**src/rtl/bin_to_bcd_digits_pkg.sv**
```systemverilog
// Shared definitions for the binary-to-BCD digit converter.
//   state_e           : converter FSM states
//   DefaultNegCode    : digit code the seven-segment decoder shows as a minus sign
//   DefaultBlankCode  : digit code the decoder shows as all segments off
//   NumDigits         : number of BCD magnitude digits (hundreds, tens, ones)
package bin_to_bcd_digits_pkg;

  typedef enum logic [1:0] {
    StIdle,
    StShift,
    StFinish
  } state_e;

  localparam logic [3:0]  DefaultNegCode   = 4'hA;
  localparam logic [3:0]  DefaultBlankCode = 4'hF;
  localparam int unsigned NumDigits        = 3;

endpackage

```
**src/rtl/bin_to_bcd_digits_if.sv**
```systemverilog
// Request/result bundle between the arithmetic result source and the converter.
//   start       : one-cycle convert request
//   value       : binary operand, sampled when start is accepted
//   signed_mode : 1 = value is two's complement
//   num_1..num_4: ones, tens, hundreds and sign digit codes
//   busy        : conversion in progress
//   done        : one-cycle pulse when the digit codes update
// master = requester side, slave = converter side.
interface bin_to_bcd_digits_if #(
  parameter int unsigned WIDTH = 8
);

  logic             start;
  logic [WIDTH-1:0] value;
  logic             signed_mode;
  logic [3:0]       num_1;
  logic [3:0]       num_2;
  logic [3:0]       num_3;
  logic [3:0]       num_4;
  logic             busy;
  logic             done;

  modport master (
    output start, value, signed_mode,
    input  num_1, num_2, num_3, num_4, busy, done
  );

  modport slave (
    input  start, value, signed_mode,
    output num_1, num_2, num_3, num_4, busy, done
  );

endinterface

```
**src/rtl/bin_to_bcd_digits_bcd_add3.sv**
```systemverilog
// Double-dabble nibble correction: a BCD digit of 5 or more gets 3 added so that
// the following left shift carries correctly into the next decimal digit.
//   digit    : BCD nibble before correction
//   adjusted : corrected nibble
module bin_to_bcd_digits_bcd_add3 (
  input  logic [3:0] digit,
  output logic [3:0] adjusted
);

  always_comb begin
    adjusted = (digit >= 4'd5) ? digit + 4'd3 : digit;
  end

endmodule

```
**src/rtl/bin_to_bcd_digits.sv**
```systemverilog
// Sequential binary-to-BCD converter (shift-add-3) feeding the four-digit
// seven-segment driver. One magnitude bit is shifted in per clock; the digit
// codes are registered and only change on the done edge or on reset, so the
// display never sees a partial conversion.
//   clk   : system clock
//   reset : asynchronous, active-high reset
//   conv  : request/result bundle (slave side), see bin_to_bcd_digits_if
// Parameters: WIDTH (2..9), NEG_CODE, BLANK_CODE, LZB (leading-zero blanking).
module bin_to_bcd_digits
  import bin_to_bcd_digits_pkg::*;
#(
  parameter int unsigned WIDTH      = 8,
  parameter logic [3:0]  NEG_CODE   = DefaultNegCode,
  parameter logic [3:0]  BLANK_CODE = DefaultBlankCode,
  parameter bit          LZB        = 1'b1
) (
  input logic                clk,
  input logic                reset,
  bin_to_bcd_digits_if.slave conv
);

  localparam int unsigned BcdW = 4 * NumDigits;
  localparam int unsigned CntW = $clog2(WIDTH + 1);

  state_e           state_q, state_d;
  logic             neg_q, neg_d;
  logic [WIDTH-1:0] mag_q, mag_d;
  logic [BcdW-1:0]  bcd_q, bcd_d;
  logic [CntW-1:0]  cnt_q, cnt_d;
  logic [3:0]       num_1_q, num_1_d;
  logic [3:0]       num_2_q, num_2_d;
  logic [3:0]       num_3_q, num_3_d;
  logic [3:0]       num_4_q, num_4_d;
  logic             done_q, done_d;

  logic [BcdW-1:0]  bcd_adj;
  logic             value_neg;
  logic [WIDTH-1:0] value_mag;
  logic [3:0]       hundreds, tens, ones;

  for (genvar i = 0; i < NumDigits; i++) begin : g_add3
    bin_to_bcd_digits_bcd_add3 u_add3 (
      .digit    (bcd_q[4*i +: 4]),
      .adjusted (bcd_adj[4*i +: 4])
    );
  end

  // The magnitude of -2^(WIDTH-1) is 2^(WIDTH-1), which still fits in WIDTH
  // unsigned bits, so the zero-extension bit never needs storing.
  always_comb begin
    value_neg = conv.signed_mode & conv.value[WIDTH-1];
    value_mag = value_neg ? (~conv.value + WIDTH'(1)) : conv.value;
  end

  assign hundreds = bcd_q[11:8];
  assign tens     = bcd_q[7:4];
  assign ones     = bcd_q[3:0];

  always_comb begin
    state_d = state_q;
    neg_d   = neg_q;
    mag_d   = mag_q;
    bcd_d   = bcd_q;
    cnt_d   = cnt_q;
    num_1_d = num_1_q;
    num_2_d = num_2_q;
    num_3_d = num_3_q;
    num_4_d = num_4_q;
    done_d  = 1'b0;

    unique case (state_q)
      StIdle: begin
        if (conv.start) begin
          neg_d   = value_neg;
          mag_d   = value_mag;
          bcd_d   = '0;
          cnt_d   = CntW'(WIDTH);
          state_d = StShift;
        end
      end

      StShift: begin
        {bcd_d, mag_d} = {bcd_adj, mag_q} << 1;
        cnt_d          = cnt_q - CntW'(1);
        if (cnt_q == CntW'(1)) begin
          state_d = StFinish;
        end
      end

      StFinish: begin
        num_1_d = ones;
        num_2_d = (LZB && hundreds == 4'd0 && tens == 4'd0) ? BLANK_CODE : tens;
        num_3_d = (LZB && hundreds == 4'd0) ? BLANK_CODE : hundreds;
        // The sign stays in the leftmost position regardless of blanking.
        num_4_d = neg_q ? NEG_CODE : BLANK_CODE;
        done_d  = 1'b1;
        state_d = StIdle;
      end

      default: begin
        state_d = StIdle;
      end
    endcase
  end

  always_ff @(posedge clk or posedge reset) begin
    if (reset) begin
      state_q <= StIdle;
      neg_q   <= 1'b0;
      mag_q   <= '0;
      bcd_q   <= '0;
      cnt_q   <= '0;
      num_1_q <= 4'h0;
      num_2_q <= BLANK_CODE;
      num_3_q <= BLANK_CODE;
      num_4_q <= BLANK_CODE;
      done_q  <= 1'b0;
    end else begin
      state_q <= state_d;
      neg_q   <= neg_d;
      mag_q   <= mag_d;
      bcd_q   <= bcd_d;
      cnt_q   <= cnt_d;
      num_1_q <= num_1_d;
      num_2_q <= num_2_d;
      num_3_q <= num_3_d;
      num_4_q <= num_4_d;
      done_q  <= done_d;
    end
  end

  assign conv.num_1 = num_1_q;
  assign conv.num_2 = num_2_q;
  assign conv.num_3 = num_3_q;
  assign conv.num_4 = num_4_q;
  assign conv.busy  = (state_q != StIdle);
  assign conv.done  = done_q;

endmodule

```
**src/flat_wrapper.sv**
```systemverilog
// flat-port wrapper written by rule: the top's interface ports become plain ports
module bin_to_bcd_digits_flat import bin_to_bcd_digits_pkg::*;
#(
  parameter int unsigned WIDTH      = 8,
  parameter logic [3:0]  NEG_CODE   = DefaultNegCode,
  parameter logic [3:0]  BLANK_CODE = DefaultBlankCode,
  parameter bit          LZB        = 1'b1
)
  (clk, reset, conv_start, conv_value, conv_signed_mode, conv_num_1, conv_num_2, conv_num_3, conv_num_4, conv_busy, conv_done);
  bin_to_bcd_digits_if #(.WIDTH(WIDTH)) conv_i ();
  input logic clk;
  input logic reset;
  input wire logic [$bits(conv_i.start)-1:0] conv_start;
  input wire logic [$bits(conv_i.value)-1:0] conv_value;
  input wire logic [$bits(conv_i.signed_mode)-1:0] conv_signed_mode;
  output wire logic [$bits(conv_i.num_1)-1:0] conv_num_1;
  output wire logic [$bits(conv_i.num_2)-1:0] conv_num_2;
  output wire logic [$bits(conv_i.num_3)-1:0] conv_num_3;
  output wire logic [$bits(conv_i.num_4)-1:0] conv_num_4;
  output wire logic [$bits(conv_i.busy)-1:0] conv_busy;
  output wire logic [$bits(conv_i.done)-1:0] conv_done;
  assign conv_i.start = conv_start;
  assign conv_i.value = conv_value;
  assign conv_i.signed_mode = conv_signed_mode;
  assign conv_num_1 = conv_i.num_1;
  assign conv_num_2 = conv_i.num_2;
  assign conv_num_3 = conv_i.num_3;
  assign conv_num_4 = conv_i.num_4;
  assign conv_busy = conv_i.busy;
  assign conv_done = conv_i.done;
  bin_to_bcd_digits #(.WIDTH(WIDTH), .NEG_CODE(NEG_CODE), .BLANK_CODE(BLANK_CODE), .LZB(LZB)) u_core (.clk(clk), .reset(reset), .conv(conv_i));
endmodule
```
**config.mk**
```make
export PLATFORM = sky130hd
export DESIGN_NAME = bin_to_bcd_digits_flat
export DESIGN_NICKNAME = d
export VERILOG_FILES = /design/src/rtl/bin_to_bcd_digits_pkg.sv /design/src/rtl/bin_to_bcd_digits_if.sv /design/src/rtl/bin_to_bcd_digits_bcd_add3.sv /design/src/rtl/bin_to_bcd_digits.sv /design/src/flat_wrapper.sv
export SDC_FILE = /design/constraint.sdc
export NUM_CORES = 1
export LEC_CHECK = 0
export CAP_MARGIN = 5
export CELL_PAD_IN_SITES_DETAIL_PLACEMENT = 0
export CELL_PAD_IN_SITES_GLOBAL_PLACEMENT = 1
export CORE_ASPECT_RATIO = 1.1
export CORE_MARGIN = 5
export CORE_UTILIZATION = 30
export DETAILED_ROUTE_END_ITERATION = 12
export PLACE_DENSITY = 0.71
export SYNTH_ARGS = -nofsm -noshare
export SYNTH_HDL_FRONTEND = slang
export SYNTH_SLANG_ARGS = --single-unit
```
**constraint.sdc**
```tcl
create_clock -name clk -period 2.2 [get_ports clk]
set_input_delay 0.44 -clock clk [delete_from_list [all_inputs] [get_ports clk]]
set_output_delay 0.44 -clock clk [all_outputs]
set_load 0.05 [all_outputs]
```
==> results_dict.tcl, run 1 <==
set metrics [dict create \
    peakVddDrop_v 0.000451 \
    synth_edf_count 0 \
    holdCritPathClass "register to register" \
    finalSetupViolCount 0 \
    syn_inst 206 \
    cp_num_buf_inv 1 \
    cts_hold_buf 0 \
    relSlewSlack_pct 60.5 \
    switchingPower_uw 1590 \
    critPathArrivalTime_ns 1.64 \
    synth_area_um2 2030 \
    p_int_uw 2080 \
    cts_setup_buffers 0 \
    cts.sinks 41 \
    cp-start-kind "register" \
    grt_max_degree 42 \
    worst_slew_pin_slew_ns 0.592 \
    postRouteAntennaNets 0 \
    fin_crit_sh_pct 94.3 \
    crit_chain "clkdlybuf4s50_1" \
    num_rows 31 \
    fin_area_um2 2490 \
    die_w_um 88.5 \
    grt_use_total_pct 10.7 \
    postSynthAreaPerCell_um2 9.88 \
    root_buffer "clkbuf_8" \
    worstPathMaxFanout 3 \
    placed_area_um2 2400 \
    yosysSeqAreaShare_pct 51.0 \
    wl_per_cell_um 12.8 \
    p_sw_share_pct 43.4 \
    fin_crit_ns 2.08 \
    crit_family "buffers and inverters" \
    grt_pass1_vias 1442 \
    drt-total-wl_um 4120 \
    htreeDepth 2 \
    vias 1531 \
    drt_iter0_drc 70 \
    slowest_delay_ns 0.80 \
    fmax_mhz 482 \
    rsz0062_at_grt "no" \
    clock_latency_ns 0.30 \
    die_area_um2 8530 \
    cts_tree "yes" \
    skew_ns 0.00933 \
    start_util_pct 30.9 \
    hpwl_um 2970 \
    post_drt_via_cell_ratio 4.75 \
    final-max-slew-violation-count 0 \
    synth_top_flop_cell "dfrtp_1" \
    grt_pass1_wl_um 7000 \
    io_buffers 27 \
    pwr-share-seq_pct 37.3 \
    path_class "register to output port" \
    hold_violations 0 \
    diodes 0 \
    status "complete, no violations" \
    drv_cap 0 \
    p_leak_uw 0.00110 \
    async_flop_share_pct 100 \
    gp_congestion 0.765 \
    antenna_found_initial 0 \
    worst_setup_path_end_kind "output port" \
    drt-pass1-iter-count 4 \
    cts.path.max_buffers 2 \
    power.total_uw 3680 \
    synth.area.top_cells "dfrtp_1 (39%), dfstp_2 (12%), ha_1 (6.2%), o21ai_0 (5.2%), nand2_1 (4.6%)" \
    fillCellCount 681 \
    cts_made_buffers 5 \
    fin_nets 261 \
    post_cts_resized 0 \
    final_layout_size_suffix_gt1_share_pct 10.8 \
    synth-warning-count 0 \
    synth.top_cell.area_share_pct 39.4 \
    fin_tns_setup_ns 0 \
    power.share.clock_pct 13.9 \
    p_comb_share_pct 48.8 \
    globalRouteOverflowTotal 0 \
    required_ns 1.76 \
    die_h_um 96.4 \
    power_density_nw_per_um2 1470 \
    stdcell_count 322 \
    critPathSlowestCell "clkdlybuf4s50_1" \
    ios 30 \
    area_delta_synth_final_pct 22.6 \
    synth-seq-cells 41 \
    synth_cell_types 33 \
    clk_pin_slew_ns 0.08 \
    yosysTopAreaCell "dfrtp_1" \
    dp_cells 314 \
    drc 0 \
    core_um2 6590 \
]
synthesized netlist by cell type, types with 4 or more instances:
cell type / instances
a21oi_1: 12
ha_1: 10
inv_1: 15
dfstp_2: 9
dfrtp_1: 32
xnor2_1: 8
o22ai_1: 10
nor3_1: 4
o31ai_1: 4
o21ai_0: 21
nand2_1: 25
nand2b_1: 5
nor3b_1: 4
nor2_1: 9
power by group through the flow:
stage	Combinational [uW]	Clock [uW]	Sequential [uW]
2_1_floorplan	1010	0	1690
3_3_place_gp	1800	0	1380
3_5_place_dp	1820	0	1390
4_1_cts	1830	529	1380
5_1_grt	2010	566	1430
6_report	1800	510	1370
cell type report:
type / instances / area (um^2) / area share [%]
tap: 82 / 103 / 4.11
inverter: 16 / 60.1 / 2.41
clock buffer: 8 / 90.1 / 3.61
sequential: 41 / 1040 / 41.6
multi-input combinational: 143 / 900 / 36.1
timing repair buffer: 32 / 305 / 12.2
placed cells by master, fill, tap and decap left out, drive strengths merged:
cell,count
a211oi,2
a21oi,12
a22o,3
a22oi,3
a31oi,2
a32o,3
and2,1
and2b,1
and3,1
buf,6
clkbuf,8
clkdlybuf4s50,26
conb,2
dfrtp,32
dfstp,9
ha,10
inv,16
mux2,3
mux2i,3
nand2,25
nand2b,5
nand3,3
nor2,10
nor3,4
nor3b,4
o21ai,23
o22ai,10
o31a,1
o31ai,4
xnor2,8
metrics by stage:
step           setup slack (ns)  hold slack [ns]  util (%)
2_1_floorplan             0.795            0.405         -
3_3_place_gp              0.364            0.437      36.5
3_5_place_dp              0.331            0.444      36.5
4_1_cts                   0.106            0.456      37.8
5_1_grt                  0.0710            0.475      37.8
6_report                  0.125            0.445      37.8
flip-flops by register name, indices dropped and copies added, names as in the netlist, 2 cells and up:
register / flops
u_core.state_q: 2
u_core.bcd_q: 12
u_core.conv.num_2: 4
u_core.conv.num_3: 4
u_core.conv.num_1: 4
u_core.cnt_q: 4
u_core.mag_q: 8
routing by layer:
metal	vias up	track usage, %	routed length (um)
li1	791	-	-
met1	704	13.4	1850
met2	30	17.9	1970
met3	6	2.80	231
met4	0	3.78	71
met5	-	0	0
cell families after synthesis:
| kind of cell | Yosys count | synth area share [%] |
|---|---|---|
| adders and majority gates | 10 | 6.15 |
| buffers and inverters | 23 | 4.98 |
| AOI/OAI and AO/OA | 63 | 18.8 |
| xor gates and xnor gates | 8 | 3.44 |
| muxes | 6 | 3.14 |
| other | 1 | 0.184 |
| DFF | 41 | 51.0 |
| and+or+nand+nor | 54 | 12.3 |
worst paths after layout:
kind	endpoint	slack, ns	start	cells past startpoint
setup / recovery	conv_num_4[0]	0.12	u_core.conv.num_4[0]$_DFFE_PP1P_	1
hold / removal	u_core.conv.num_4[0]$_DFFE_PP1P_	0.45	u_core.neg_q$_DFFE_PP0P_	1
setup reg to reg	u_core.conv.num_2[1]$_DFFE_PP1P_	0.57	u_core.bcd_q[8]$_DFFE_PP0P_	6
hold reg to reg	u_core.conv.num_4[0]$_DFFE_PP1P_	0.45	u_core.neg_q$_DFFE_PP0P_	1
max in group asynchronous	u_core.conv.num_2[3]$_DFFE_PP1P_	1.26	reset	3
min in group asynchronous	u_core.cnt_q[3]$_DFFE_PP0P_	0.57	reset	3
Power figures use the tool's default switching activity.
==> run 2: changes to the inputs <==
Settings changed: ABC_CLOCK_PERIOD_IN_PS from default to 2200, REMOVE_ABC_BUFFERS from default to 1, SKIP_LAST_GASP from default to 1.
==> run 2 against run 1 <==
Sequential cell count unchanged. Sequential power about the same. Non-clock buffer count unchanged. Highest routed layer unchanged. Sequential share of layout area up 0.15 points. Combinational power about the same. Cell count unchanged. Worst hold slack worse by 0.021 ns. Critical path depth unchanged. Design area down 0.35%. Via count up 0.20%. Largest power group unchanged. Clock-buffer cell count down 1. Critical path type unchanged.
==> results_dict.tcl, run 2 (synthesized netlist as in run 1, its figures left out) <==
set metrics [dict create \
    status "complete, no violations" \
    postRouteAntennaNets 0 \
    worst_setup_path_end_kind "output port" \
    holdCritPathClass "register to register" \
    post_drt_via_cell_ratio 4.76 \
    cts_setup_buffers 0 \
    gp_congestion 0.762 \
    post-place-ws_ns 0.325 \
    cts.path.max_buffers 2 \
    ios 30 \
    fmax_mhz 483 \
    crit_start "u_core.conv.num_4[0]$_DFFE_PP1P_" \
    globalRouteOverflowTotal 0 \
    hpwl_um 2910 \
    cts_hold_buf 0 \
    largestRegisters "u_core.bcd_q (12), u_core.mag_q (8)" \
    rsz0062_at_grt "no" \
    clk_pin_slew_ns 0.07 \
    cts_made_buffers 5 \
    setup_slack_ns 0.132 \
    hold_violations 0 \
    slowest_delay_ns 0.80 \
    fin_crit_ns 2.07 \
    clock_latency_ns 0.29 \
    relSlewSlack_pct 63.5 \
    critPathArrivalTime_ns 1.63 \
    finalSetupViolCount 0 \
    htreeDepth 2 \
    die_w_um 88.5 \
    drc 0 \
    die_h_um 96.4 \
    num_rows 31 \
    cts.sinks 41 \
    skew_ns 0.00694 \
    final-max-slew-violation-count 0 \
    p_sw_share_pct 43.5 \
    final_layout_size_suffix_gt1_share_pct 10.8 \
    largest_register_ffs 12 \
    fin_tns_setup_ns 0 \
    layout_common_cells "dfrtp_1 (32), clkdlybuf4s50_1 (26), nand2_1 (25), o21ai_0 (21), inv_1 (15)" \
    fin_crit_sh_pct 94.0 \
    post_cts_resized 0 \
    path_class "register to output port" \
    worstPathMaxFanout 3 \
    drt-pass1-iter-count 4 \
    stdcell_count 322 \
    crit_chain "clkdlybuf4s50_1" \
    switchingPower_uw 1580 \
    antenna_found_initial 0 \
    p_comb_share_pct 49.3 \
    io_buffers 27 \
    grt_use_total_pct 10.8 \
    start_util_pct 30.9 \
    grt_max_degree 42 \
    vias 1534 \
    dp_cells 314 \
    top_register "u_core.bcd_q" \
    crit_family "buffers and inverters" \
    cts_tree "yes" \
    fin_area_um2 2490 \
    min_from "u_core.neg_q$_DFFE_PP0P_" \
    area_delta_synth_final_pct 22.2 \
    critPathSlowestCell "clkdlybuf4s50_1" \
    pwr-share-seq_pct 37.6 \
    drt-total-wl_um 4010 \
    cp-start-kind "register" \
    power.share.clock_pct 13.0 \
    fillCellCount 713 \
    worst_slew_pin_slew_ns 0.547 \
    final_common_cell "dfrtp_1" \
    p_leak_uw 0.00109 \
    core_um2 6590 \
    p_int_uw 2050 \
    required_ns 1.76 \
    hold_ws_ns 0.424 \
    cp_num_buf_inv 1 \
    wl_per_cell_um 12.5 \
    peakVddDrop_v 0.000468 \
    root_buffer "clkbuf_8" \
    power_density_nw_per_um2 1460 \
    placed_area_um2 2400 \
    grt_pass1_wl_um 7140 \
    r2r-start "u_core.bcd_q[8]$_DFFE_PP0P_" \
    diodes 0 \
    drt_iter0_drc 125 \
    die_area_um2 8530 \
    drv_cap 0 \
    grt_pass1_vias 1521 \
    fin_nets 261 \
]
## run 2: changes by cell type in the layout (fill, tap and decap cells not counted)
cell,delta
clkinv_2,+1
clkbuf_8,-1
## run 2: layout make-up
type | count | area, um^2 | area share, %
Sequential cell | 41 | 1040 | 41.7
Tap cell | 82 | 103 | 4.13
Timing Repair Buffer | 32 | 305 | 12.3
Inverter | 16 | 60.1 | 2.42
Clock buffer | 7 | 76.3 | 3.07
Multi-Input combinational cell | 143 | 900 | 36.2
Clock inverter | 1 | 5.00 | 0.201
## run 2: power groups by stage
stage / combinational (uW) / sequential, uW / clock, uW
final: 1790 / 1370 / 473
after global routing: 2010 / 1430 / 521
after CTS: 1820 / 1370 / 499
after detailed placement: 1820 / 1380 / 0
after global placement: 1800 / 1380 / 0
after floorplan: 947 / 1720 / 0
## run 2: worst paths after layout
check                      cells past startpoint  slack, ns                                to
max                                            1       0.13                     conv_num_4[0]
min                                            1       0.42  u_core.conv.num_4[0]$_DFFE_PP1P_
max reg2reg                                    6       0.58  u_core.conv.num_2[2]$_DFFE_PP1P_
min reg2reg                                    1       0.42  u_core.conv.num_4[0]$_DFFE_PP1P_
max in group asynchronous                      3       1.25  u_core.conv.num_2[1]$_DFFE_PP1P_
min in group asynchronous                      3       0.56      u_core.bcd_q[10]$_DFFE_PP0P_
## run 2: metrics by stage
step / power, uW / utilization (%)
floorplan: 2670 / -
global placement: 3170 / 36.5
detailed placement: 3200 / 36.5
CTS: 3690 / 37.7
global route: 3960 / 37.7
finish: 3630 / 37.7
## run 2: metal layers
layer | track usage [%] | part of all wire, % | vias up
met4 | 4.53 | 2.0 | 0
met5 | 0 | 0 | -
li1 | - | - | 788
met3 | 2.80 | 4.9 | 6
met2 | 18.3 | 47 | 26
met1 | 12.9 | 46 | 714
==> run 3: changes to the inputs <==
Settings changed: CAP_MARGIN 5 to default.
==> results of run 3 <==
The final DEF is identical to that of run 2; final timing and power are the same.
